--- config.mk ---
export PLATFORM = sky130hd
export DESIGN_NAME = cordic_share_arbiter_flat
export DESIGN_NICKNAME = d
export VERILOG_FILES = /design/src/rtl/cordic_share_arbiter_if.sv /design/src/rtl/cordic_share_arbiter.sv /design/src/flat_wrapper.sv
export SDC_FILE = /design/constraint.sdc
export NUM_CORES = 1
export LEC_CHECK = 0
export CORE_AREA = 2 2 119 121
export DETAILED_ROUTE_END_ITERATION = 12
export DIE_AREA = 0 0 121 123
export GPL_ROUTABILITY_DRIVEN = 0
export PLACE_DENSITY = 0.77
export SKIP_CTS_REPAIR_TIMING = 1
export SYNTH_ARGS = -nofsm -noshare
export SYNTH_HDL_FRONTEND = slang
export SYNTH_SLANG_ARGS = --single-unit
--- constraint.sdc ---
create_clock -name clk -period 4.9 [get_ports clk]
set_clock_uncertainty 0.2 [all_clocks]
set_input_delay 0.735 -clock clk [delete_from_list [all_inputs] [get_ports clk]]
set_output_delay 0.735 -clock clk [all_outputs]
set_load 0.01 [all_outputs]
--- src/rtl/cordic_share_arbiter_if.sv ---
// Requester-side and evaluator-side signals of cordic_share_arbiter. The arbiter
// uses the slave view; requesters and the evaluator model use the master view.
interface cordic_share_arbiter_if;
  // Handshake: rX_start is a level held by the requester until its one-cycle
  // rX_done (rX_result/rX_err are only meaningful while rX_done is high);
  // eval_start is a one-cycle pulse answered by a one-cycle eval_done/eval_result.
  logic        r0_start;
  logic        r1_start;
  logic [1:0]  r0_n;
  logic [1:0]  r1_n;
  logic [31:0] r0_dataa;
  logic [31:0] r0_datab;
  logic [31:0] r1_dataa;
  logic [31:0] r1_datab;
  logic        r0_done;
  logic        r1_done;
  logic [31:0] r0_result;
  logic [31:0] r1_result;
  logic        r0_err;
  logic        r1_err;
  logic        busy;
  logic        eval_clk_en;
  logic        eval_start;
  logic [1:0]  eval_n;
  logic [31:0] eval_x_one;
  logic [31:0] eval_x_two;
  logic        eval_done;
  logic [31:0] eval_result;

  modport slave (
    input  r0_start, r1_start, r0_n, r1_n, r0_dataa, r0_datab, r1_dataa, r1_datab,
           eval_done, eval_result,
    output r0_done, r1_done, r0_result, r1_result, r0_err, r1_err, busy,
           eval_clk_en, eval_start, eval_n, eval_x_one, eval_x_two
  );

  modport master (
    output r0_start, r1_start, r0_n, r1_n, r0_dataa, r0_datab, r1_dataa, r1_datab,
           eval_done, eval_result,
    input  r0_done, r1_done, r0_result, r1_result, r0_err, r1_err, busy,
           eval_clk_en, eval_start, eval_n, eval_x_one, eval_x_two
  );
endinterface

--- src/rtl/cordic_share_arbiter.sv ---
// Round-robin arbiter sharing one function_evaluation unit between two requesters.
// Optional evaluator timeout is enabled with macro CORDIC_ARB_TIMEOUT_EN.
module cordic_share_arbiter #(
  parameter int TIMEOUT_CYCLES = 64
) (
  input  logic                    clk,
  input  logic                    rst,
  cordic_share_arbiter_if.slave   bus,
  output logic [1:0]              state_dbg
);

  typedef enum logic [1:0] {
    IDLE  = 2'd0,
    ISSUE = 2'd1,
    WAIT  = 2'd2,
    RESP  = 2'd3
  } state_t;

  localparam logic [31:0] QNAN = 32'h7FC0_0000;

  if (TIMEOUT_CYCLES < 1) begin : g_bad_timeout
    $error("TIMEOUT_CYCLES must be at least 1");
  end

  state_t      state_q, state_d;
  logic        owner_q, owner_d;
  logic        last_q, last_d;
  logic [1:0]  n_q, n_d;
  logic [31:0] x1_q, x1_d;
  logic [31:0] x2_q, x2_d;
  logic [31:0] res_q, res_d;
  logic        grant;

`ifdef CORDIC_ARB_TIMEOUT_EN
  localparam int CW = $clog2(TIMEOUT_CYCLES + 1);
  logic [CW-1:0] cnt_q, cnt_d;
  logic          err_q, err_d;
`endif

  // With both requesters pending, the one not served last wins.
  assign grant = (bus.r0_start && bus.r1_start) ? ~last_q : bus.r1_start;

  always_ff @(posedge clk) begin
    if (!rst) begin
      state_q <= IDLE;
      owner_q <= 1'b0;
      last_q  <= 1'b1;
      n_q     <= 2'd0;
      x1_q    <= 32'd0;
      x2_q    <= 32'd0;
      res_q   <= 32'd0;
`ifdef CORDIC_ARB_TIMEOUT_EN
      cnt_q   <= '0;
      err_q   <= 1'b0;
`endif
    end else begin
      state_q <= state_d;
      owner_q <= owner_d;
      last_q  <= last_d;
      n_q     <= n_d;
      x1_q    <= x1_d;
      x2_q    <= x2_d;
      res_q   <= res_d;
`ifdef CORDIC_ARB_TIMEOUT_EN
      cnt_q   <= cnt_d;
      err_q   <= err_d;
`endif
    end
  end

  always_comb begin
    state_d = state_q;
    owner_d = owner_q;
    last_d  = last_q;
    n_d     = n_q;
    x1_d    = x1_q;
    x2_d    = x2_q;
    res_d   = res_q;
`ifdef CORDIC_ARB_TIMEOUT_EN
    cnt_d   = cnt_q;
    err_d   = err_q;
`endif
    case (state_q)
      IDLE: begin
        if (bus.r0_start || bus.r1_start) begin
          owner_d = grant;
          n_d     = grant ? bus.r1_n     : bus.r0_n;
          x1_d    = grant ? bus.r1_dataa : bus.r0_dataa;
          x2_d    = grant ? bus.r1_datab : bus.r0_datab;
          state_d = ISSUE;
`ifdef CORDIC_ARB_TIMEOUT_EN
          err_d   = 1'b0;
`endif
        end
      end
      ISSUE: begin
        state_d = WAIT;
`ifdef CORDIC_ARB_TIMEOUT_EN
        cnt_d   = '0;
`endif
      end
      WAIT: begin
        if (bus.eval_done) begin
          res_d   = bus.eval_result;
          state_d = RESP;
        end
`ifdef CORDIC_ARB_TIMEOUT_EN
        else if (cnt_q == CW'(TIMEOUT_CYCLES - 1)) begin
          res_d   = QNAN;
          err_d   = 1'b1;
          state_d = RESP;
        end else begin
          cnt_d   = cnt_q + CW'(1);
        end
`endif
      end
      RESP: begin
        last_d  = owner_q;
        state_d = IDLE;
      end
      default: state_d = IDLE;
    endcase
  end

  assign state_dbg       = state_q;
  assign bus.busy        = (state_q != IDLE);
  assign bus.eval_start  = (state_q == ISSUE);
  assign bus.eval_clk_en = (state_q == ISSUE) || (state_q == WAIT);
  assign bus.eval_n      = n_q;
  assign bus.eval_x_one  = x1_q;
  assign bus.eval_x_two  = x2_q;

  // Result and error lines are gated by done so the non-owner always reads 0.
  assign bus.r0_done   = (state_q == RESP) && !owner_q;
  assign bus.r1_done   = (state_q == RESP) &&  owner_q;
  assign bus.r0_result = bus.r0_done ? res_q : 32'd0;
  assign bus.r1_result = bus.r1_done ? res_q : 32'd0;
`ifdef CORDIC_ARB_TIMEOUT_EN
  assign bus.r0_err    = bus.r0_done && err_q;
  assign bus.r1_err    = bus.r1_done && err_q;
`else
  assign bus.r0_err    = 1'b0;
  assign bus.r1_err    = 1'b0;
`endif

endmodule

--- src/flat_wrapper.sv ---
// flat-port wrapper written by rule: the top's interface ports become plain ports
module cordic_share_arbiter_flat 
#(
  parameter int TIMEOUT_CYCLES = 64
)
  (clk, rst, state_dbg, bus_r0_start, bus_r1_start, bus_r0_n, bus_r1_n, bus_r0_dataa, bus_r0_datab, bus_r1_dataa, bus_r1_datab, bus_eval_done, bus_eval_result, bus_r0_done, bus_r1_done, bus_r0_result, bus_r1_result, bus_r0_err, bus_r1_err, bus_busy, bus_eval_clk_en, bus_eval_start, bus_eval_n, bus_eval_x_one, bus_eval_x_two);
  cordic_share_arbiter_if bus_i ();
  input  logic clk;
  input  logic rst;
  output logic [1:0] state_dbg;
  input wire logic [$bits(bus_i.r0_start)-1:0] bus_r0_start;
  input wire logic [$bits(bus_i.r1_start)-1:0] bus_r1_start;
  input wire logic [$bits(bus_i.r0_n)-1:0] bus_r0_n;
  input wire logic [$bits(bus_i.r1_n)-1:0] bus_r1_n;
  input wire logic [$bits(bus_i.r0_dataa)-1:0] bus_r0_dataa;
  input wire logic [$bits(bus_i.r0_datab)-1:0] bus_r0_datab;
  input wire logic [$bits(bus_i.r1_dataa)-1:0] bus_r1_dataa;
  input wire logic [$bits(bus_i.r1_datab)-1:0] bus_r1_datab;
  input wire logic [$bits(bus_i.eval_done)-1:0] bus_eval_done;
  input wire logic [$bits(bus_i.eval_result)-1:0] bus_eval_result;
  output wire logic [$bits(bus_i.r0_done)-1:0] bus_r0_done;
  output wire logic [$bits(bus_i.r1_done)-1:0] bus_r1_done;
  output wire logic [$bits(bus_i.r0_result)-1:0] bus_r0_result;
  output wire logic [$bits(bus_i.r1_result)-1:0] bus_r1_result;
  output wire logic [$bits(bus_i.r0_err)-1:0] bus_r0_err;
  output wire logic [$bits(bus_i.r1_err)-1:0] bus_r1_err;
  output wire logic [$bits(bus_i.busy)-1:0] bus_busy;
  output wire logic [$bits(bus_i.eval_clk_en)-1:0] bus_eval_clk_en;
  output wire logic [$bits(bus_i.eval_start)-1:0] bus_eval_start;
  output wire logic [$bits(bus_i.eval_n)-1:0] bus_eval_n;
  output wire logic [$bits(bus_i.eval_x_one)-1:0] bus_eval_x_one;
  output wire logic [$bits(bus_i.eval_x_two)-1:0] bus_eval_x_two;
  assign bus_i.r0_start = bus_r0_start;
  assign bus_i.r1_start = bus_r1_start;
  assign bus_i.r0_n = bus_r0_n;
  assign bus_i.r1_n = bus_r1_n;
  assign bus_i.r0_dataa = bus_r0_dataa;
  assign bus_i.r0_datab = bus_r0_datab;
  assign bus_i.r1_dataa = bus_r1_dataa;
  assign bus_i.r1_datab = bus_r1_datab;
  assign bus_i.eval_done = bus_eval_done;
  assign bus_i.eval_result = bus_eval_result;
  assign bus_r0_done = bus_i.r0_done;
  assign bus_r1_done = bus_i.r1_done;
  assign bus_r0_result = bus_i.r0_result;
  assign bus_r1_result = bus_i.r1_result;
  assign bus_r0_err = bus_i.r0_err;
  assign bus_r1_err = bus_i.r1_err;
  assign bus_busy = bus_i.busy;
  assign bus_eval_clk_en = bus_i.eval_clk_en;
  assign bus_eval_start = bus_i.eval_start;
  assign bus_eval_n = bus_i.eval_n;
  assign bus_eval_x_one = bus_i.eval_x_one;
  assign bus_eval_x_two = bus_i.eval_x_two;
  cordic_share_arbiter #(.TIMEOUT_CYCLES(TIMEOUT_CYCLES)) u_core (.clk(clk), .rst(rst), .bus(bus_i), .state_dbg(state_dbg));
endmodule
==> results.cfg, run 1 <==
[worst_setup_path]
crit_arrival_ns = 2.37
required_ns = 3.96
path_max_fanout = 35
slowest_stage = dfxtp_1
path_buf_inv = 2
cp_top_family = flip-flops
endpoint_kind = output port
worstPathCellList = nor2_1, buf_4, and2_1, clkdlybuf4s50_1
critical_path.startpoint_type = flip-flop
worstSetupPathType = reg2out
cpPeakStageDelay_ns = 0.98

[timing]
setup_ws_ns = 1.59
tightest_slew_ns = 1.10
max_freq_mhz = 302
maxSlewViolCount = 0
slew_headroom = 0.267
rsz0062_at_grt = no
hold_viol = 0
tns_ns = 0
timing.hold.ws_ns = 0.275
setup_viol = 0
period_share = 0.675
finalCriticalPeriod_ns = 3.31

[hold_path]
worstHoldPathType = reg2reg

[yosys]
ys_warn_count = 0
syn_inst = 613
synth-seq-cells = 102
synthesis.area_um2 = 4660
yosysSeqAreaShare = 0.438
synth.distinct_cells = 26
avgSynthCellArea_um2 = 7.60

[floorplan]
ioPinCount = 308
rows = 43
die_area_um2 = 14900
die_y_um = 123
fp.coreArea_um2 = 13600
initial_utilization = 0.342
die_w_um = 121

[cts]
cts_max_level = 3
cts-root-buf = clkbuf_16
cts_tree = built
clkSinkCount = 102
numCtsBuffers = 9
clkLatencyLatePin_ns = 0.34
cts.reportedPaths.clkPinSlew_ns = 0.07
clockBufferDepth = 2

[grt]
antenna_found_initial = 0
grt_pass1_vias = 4822
grt_max_degree = 68
overflow = 0
grt_usage = 0.220
grt_pass1_wl_um = 25800

[job]
cap_viol_max_count = 0

[route]
drtIter0Drc = 394
firstDrtPassIters = 5
drc = 0
postRouteAntennaNets = 0
wl_per_cell_um = 16.2
finalWirelength_um = 17300
viasPerCell = 4.95
vias = 5282

[power]
p_leak_nw = 3.18
peakVddDrop_mv = 0.320
powerDensity_nw_per_um2 = 424

[cells_and_area]
drive_gt1_frac = 0.0327
area_growth_syn_to_layout_pct = 72.8
antenna_cells = 0
utilization = 0.591
final_common_cell = clkdlybuf4s50_1
final_cell_mix = clkdlybuf4s50_1, nand2_1, a21oi_1, dfxtp_1, o21ai_0
nets = 1055
final_cells = 1066
num-fill-cells = 1263

[placement]
dp_cells = 1050
place_ws_ns = 1.85
hpwl_um = 12000
numPortBuffers = 305

[run_status]
outcome = completed
tightest hold or removal path: stages (launching register included):
cell,delay [ns]
dfxtp_1,0.31
nand2_1,0.05
a21boi_0,0.06
per-stage QoR:
step                power [mW]  cell area (µm²)
finish                    3.42             8050
global placement          2.63             7730
CTS                       3.44             8050
global route              3.63             8050
floorplan                 1.89             4660
detailed placement        2.64             7730
registers in the layout, summed over array words and instances, names as in the netlist:
name / flops
u_core.last_q: 1
u_core.state_dbg: 2
u_core.owner_q: 1
u_core.bus.eval_n: 2
u_core.bus.eval_x_two: 32
u_core.res_q: 32
u_core.bus.eval_x_one: 32
final timing paths:
| path | start | end | slack, ns | depth (start not counted) |
|---|---|---|---|---|
| setup / recovery | u_core.owner_q$_SDFFE_PN0P_ | bus_r0_result[8] | 1.59 | 4 |
| hold / removal | u_core.res_q[21]$_SDFFE_PN0P_ | u_core.res_q[21]$_SDFFE_PN0P_ | 0.28 | 2 |
| setup reg to reg | u_core.state_dbg[1]$_SDFFE_PN0P_ | u_core.bus.eval_x_two[10]$_SDFFE_PN0P_ | 2.37 | 6 |
| hold reg to reg | u_core.res_q[21]$_SDFFE_PN0P_ | u_core.res_q[21]$_SDFFE_PN0P_ | 0.28 | 2 |
cell usage after synthesis:
master    instances  share of area
a21bo_2           1         0.0021
a21boi_0         32          0.052
a21boi_2          1         0.0024
a21oi_1         134           0.14
a22oi_1           1         0.0016
and2_1           34          0.046
and3_1           32          0.043
buf_1             1        0.00081
buf_2            20          0.021
buf_4             4         0.0064
buf_6             4         0.0097
clkbuf_1         28          0.023
conb_1            1        0.00081
dfxtp_1         102           0.44
ha_1              5          0.013
inv_1             5         0.0040
mux2i_1           1         0.0021
nand2_1         134           0.11
nor2_1            1        0.00081
nor2b_1           1         0.0013
nor3b_1           1         0.0016
o21a_1            2         0.0032
o21ai_0          59          0.063
o21ai_1           7         0.0075
o21ai_2           1         0.0019
o31a_1            1         0.0019
where the power goes:
part	leakage [nW]	internal [mW]	switching, mW	total, mW
Combinational	2.18	0.695	0.748	1.44
Clock	0.163	0.461	0.323	0.785
Sequential	0.840	1.05	0.135	1.19
Total	3.18	2.21	1.21	3.42
routing by layer:
metal,share of wire,track usage,vias up
met5,0,0,-
met2,0.47,0.357,241
met4,0.022,0.0792,0
met1,0.42,0.279,2415
met3,0.086,0.0637,24
li1,-,-,2602
kinds of logic after synthesis:
kind of cell | Yosys count | synth area share
compound gates | 239 | 0.280
fa+ha+maj | 5 | 0.0134
buf+inv | 62 | 0.0650
flops | 102 | 0.438
mux | 1 | 0.00215
other cells | 1 | 0.000805
simple gates | 203 | 0.200
area by class of cell:
type / count / area (µm²) / share of cell area
repair buffers: 313 / 3110 / 0.386
multi-input cells: 450 / 2330 / 0.290
flip-flops and latches: 102 / 2040 / 0.254
clock buffers: 10 / 239 / 0.0297
well taps: 180 / 225 / 0.0280
clock inverters: 6 / 83.8 / 0.0104
inverters: 5 / 18.8 / 0.00233
No activity file was read; power rests on OpenSTA's default activity.
==> inputs of run 2 (changes only) <==
--- a/config.mk
+++ b/config.mk
@@ -5,11 +5,10 @@
 export SDC_FILE = /design/constraint.sdc
 export NUM_CORES = 1
 export LEC_CHECK = 0
-export CORE_AREA = 2 2 119 121
+export CORE_UTILIZATION = 33
 export DETAILED_ROUTE_END_ITERATION = 12
-export DIE_AREA = 0 0 121 123
 export GPL_ROUTABILITY_DRIVEN = 0
-export PLACE_DENSITY = 0.77
+export PLACE_DENSITY = 0.78
 export SKIP_CTS_REPAIR_TIMING = 1
 export SYNTH_ARGS = -nofsm -noshare
 export SYNTH_HDL_FRONTEND = slang
==> constraint.sdc (replaced) <==
create_clock -name clk -period 2.7 [get_ports clk]
set_clock_uncertainty 0.2 [all_clocks]
set_input_delay 0.405 -clock clk [delete_from_list [all_inputs] [get_ports clk]]
set_output_delay 0.405 -clock clk [all_outputs]
set_load 0.01 [all_outputs]
==> run 2 against run 1 <==
  * Largest power group unchanged
  * Highest routed layer unchanged
  * Largest cell class unchanged
  * Critical path type unchanged
  * Utilization down 0.57 points
  * Sequential cell count unchanged
  * Non-clock buffer count up 5
  * Register-to-register slack worse by 1.4 ns
==> results.cfg, run 2 (synthesis results as in run 1) <==
[worst_setup_path]
worstSetupPathType = reg2out
reg2reg_depth = 5
path_max_fanout = 11
critical_path.startpoint_type = flip-flop
required_ns = 2.10
crit_arrival_ns = 1.96
r2r_end = u_core.state_dbg[0]$_SDFFE_PN0P_
worstReg2RegStart = u_core.state_dbg[1]$_SDFFE_PN0P_
endpoint_kind = output port
r2r_slack_ns = 0.93

[grt]
grt_pass1_vias = 4759
overflow = 0
grt_usage = 0.220
antenna_found_initial = 0
grt_max_degree = 104
grt_pass1_wl_um = 25300

[placement]
hpwl_um = 11300
place_ws_ns = 0.411
numPortBuffers = 305

[cts]
cts_max_level = 3
clockBufferDepth = 2
cts_tree = built
cts-root-buf = clkbuf_16
clkLatencyLatePin_ns = 0.34
clkSinkCount = 102
numCtsBuffers = 9
cts.reportedPaths.clkPinSlew_ns = 0.07

[timing]
setup_viol = 0
finalCriticalPeriod_ns = 2.57
max_freq_mhz = 390
period_share = 0.951
rsz0062_at_grt = no
maxSlewViolCount = 0
tns_ns = 0
setup_ws_ns = 0.133
hold_viol = 0

[hold_path]
hold_end = u_core.res_q[5]$_SDFFE_PN0P_
hold_depth = 2
min-delay-start = u_core.res_q[5]$_SDFFE_PN0P_
worstHoldPathType = reg2reg

[route]
viasPerCell = 4.89
postRouteAntennaNets = 0
drtIter0Drc = 391
vias = 5228
wl_per_cell_um = 15.4
finalWirelength_um = 16500
drc = 0
firstDrtPassIters = 4

[power]
powerDensity_nw_per_um2 = 747
p_leak_nw = 3.19
peakVddDrop_mv = 0.526

[floorplan]
ioPinCount = 308
die_w_um = 121
fp.coreArea_um2 = 13800
die_area_um2 = 14600
die_y_um = 121
initial_utilization = 0.337
rows = 43

[cells_and_area]
final_common_cell = clkdlybuf4s50_1
num-fill-cells = 1270
antenna_cells = 0
drive_gt1_frac = 0.0382
area_growth_syn_to_layout_pct = 73.9
nets = 1060
final_cell_mix = clkdlybuf4s50_1, nand2_1, a21oi_1, dfxtp_1, o21ai_0

[job]
cap_viol_max_count = 0

[run_status]
outcome = completed
==> run 2: through the flow <==
| step | total power [mW] | utilization | std cells | hold slack [ns] | instance area (µm²) |
|---|---|---|---|---|---|
| 5_1_grt | 6.45 | 0.586 | 1070 | 0.296 | 8100 |
| 3_5_place_dp | 4.87 | 0.565 | 1054 | 0.265 | 7820 |
| 4_1_cts | 6.09 | 0.584 | 1069 | 0.274 | 8080 |
| 6_report | 6.05 | 0.586 | 1070 | 0.272 | 8100 |
| 3_3_place_gp | 4.84 | 0.565 | 1054 | 0.259 | 7820 |
| 2_1_floorplan | 3.44 | - | 614 | 0.247 | 4660 |
==> run 2: worst max-delay path: stages, from the launching register on <==
cell and delay [ns]:
dfxtp_2 0.36, ha_1 0.18, inv_1 0.08, nor2_4 0.13, buf_4 0.19, and2_1 0.15
clkdlybuf4s50_1 0.53
==> run 2: worst max-delay path by stage <==
stage                     depth (start not counted)  slack, ns           endpoint                              from
after global placement                            6       0.45  bus_r0_result[26]  u_core.state_dbg[0]$_SDFFE_PN0P_
after global routing                              6       0.05   bus_r0_result[9]  u_core.state_dbg[0]$_SDFFE_PN0P_
final                                             6       0.13   bus_r0_result[9]  u_core.state_dbg[1]$_SDFFE_PN0P_
after CTS                                         6       0.03   bus_r0_result[1]  u_core.state_dbg[1]$_SDFFE_PN0P_
after detailed placement                          6       0.41   bus_r0_result[1]  u_core.state_dbg[0]$_SDFFE_PN0P_
after floorplan                                   5       0.77  bus_r0_result[10]  u_core.state_dbg[0]$_SDFFE_PN0P_
==> run 2: metal layers <==
layer	vias to the layer above	GRT usage	share of wire
met5	-	0	0
met4	0	0.0718	0.017
met3	20	0.0604	0.079
met2	222	0.370	0.48
met1	2379	0.271	0.42
li1	2607	-	-
==> run 2: cell type report <==
cell class / count / area (µm²) / share of cell area
Timing Repair Buffer: 318 / 3210 / 0.397
Multi-Input combinational cell: 450 / 2340 / 0.289
Sequential cell: 102 / 2040 / 0.252
Clock buffer: 11 / 233 / 0.0287
Tap cell: 180 / 225 / 0.0278
Clock inverter: 4 / 25.0 / 0.00309
Inverter: 5 / 18.8 / 0.00232
==> run 2: report_power, final <==
part	total [mW]	leakage, nW	switching [mW]	internal (mW)
logic	2.73	2.23	1.39	1.34
clock network	1.19	0.121	0.573	0.618
registers	2.13	0.840	0.219	1.91
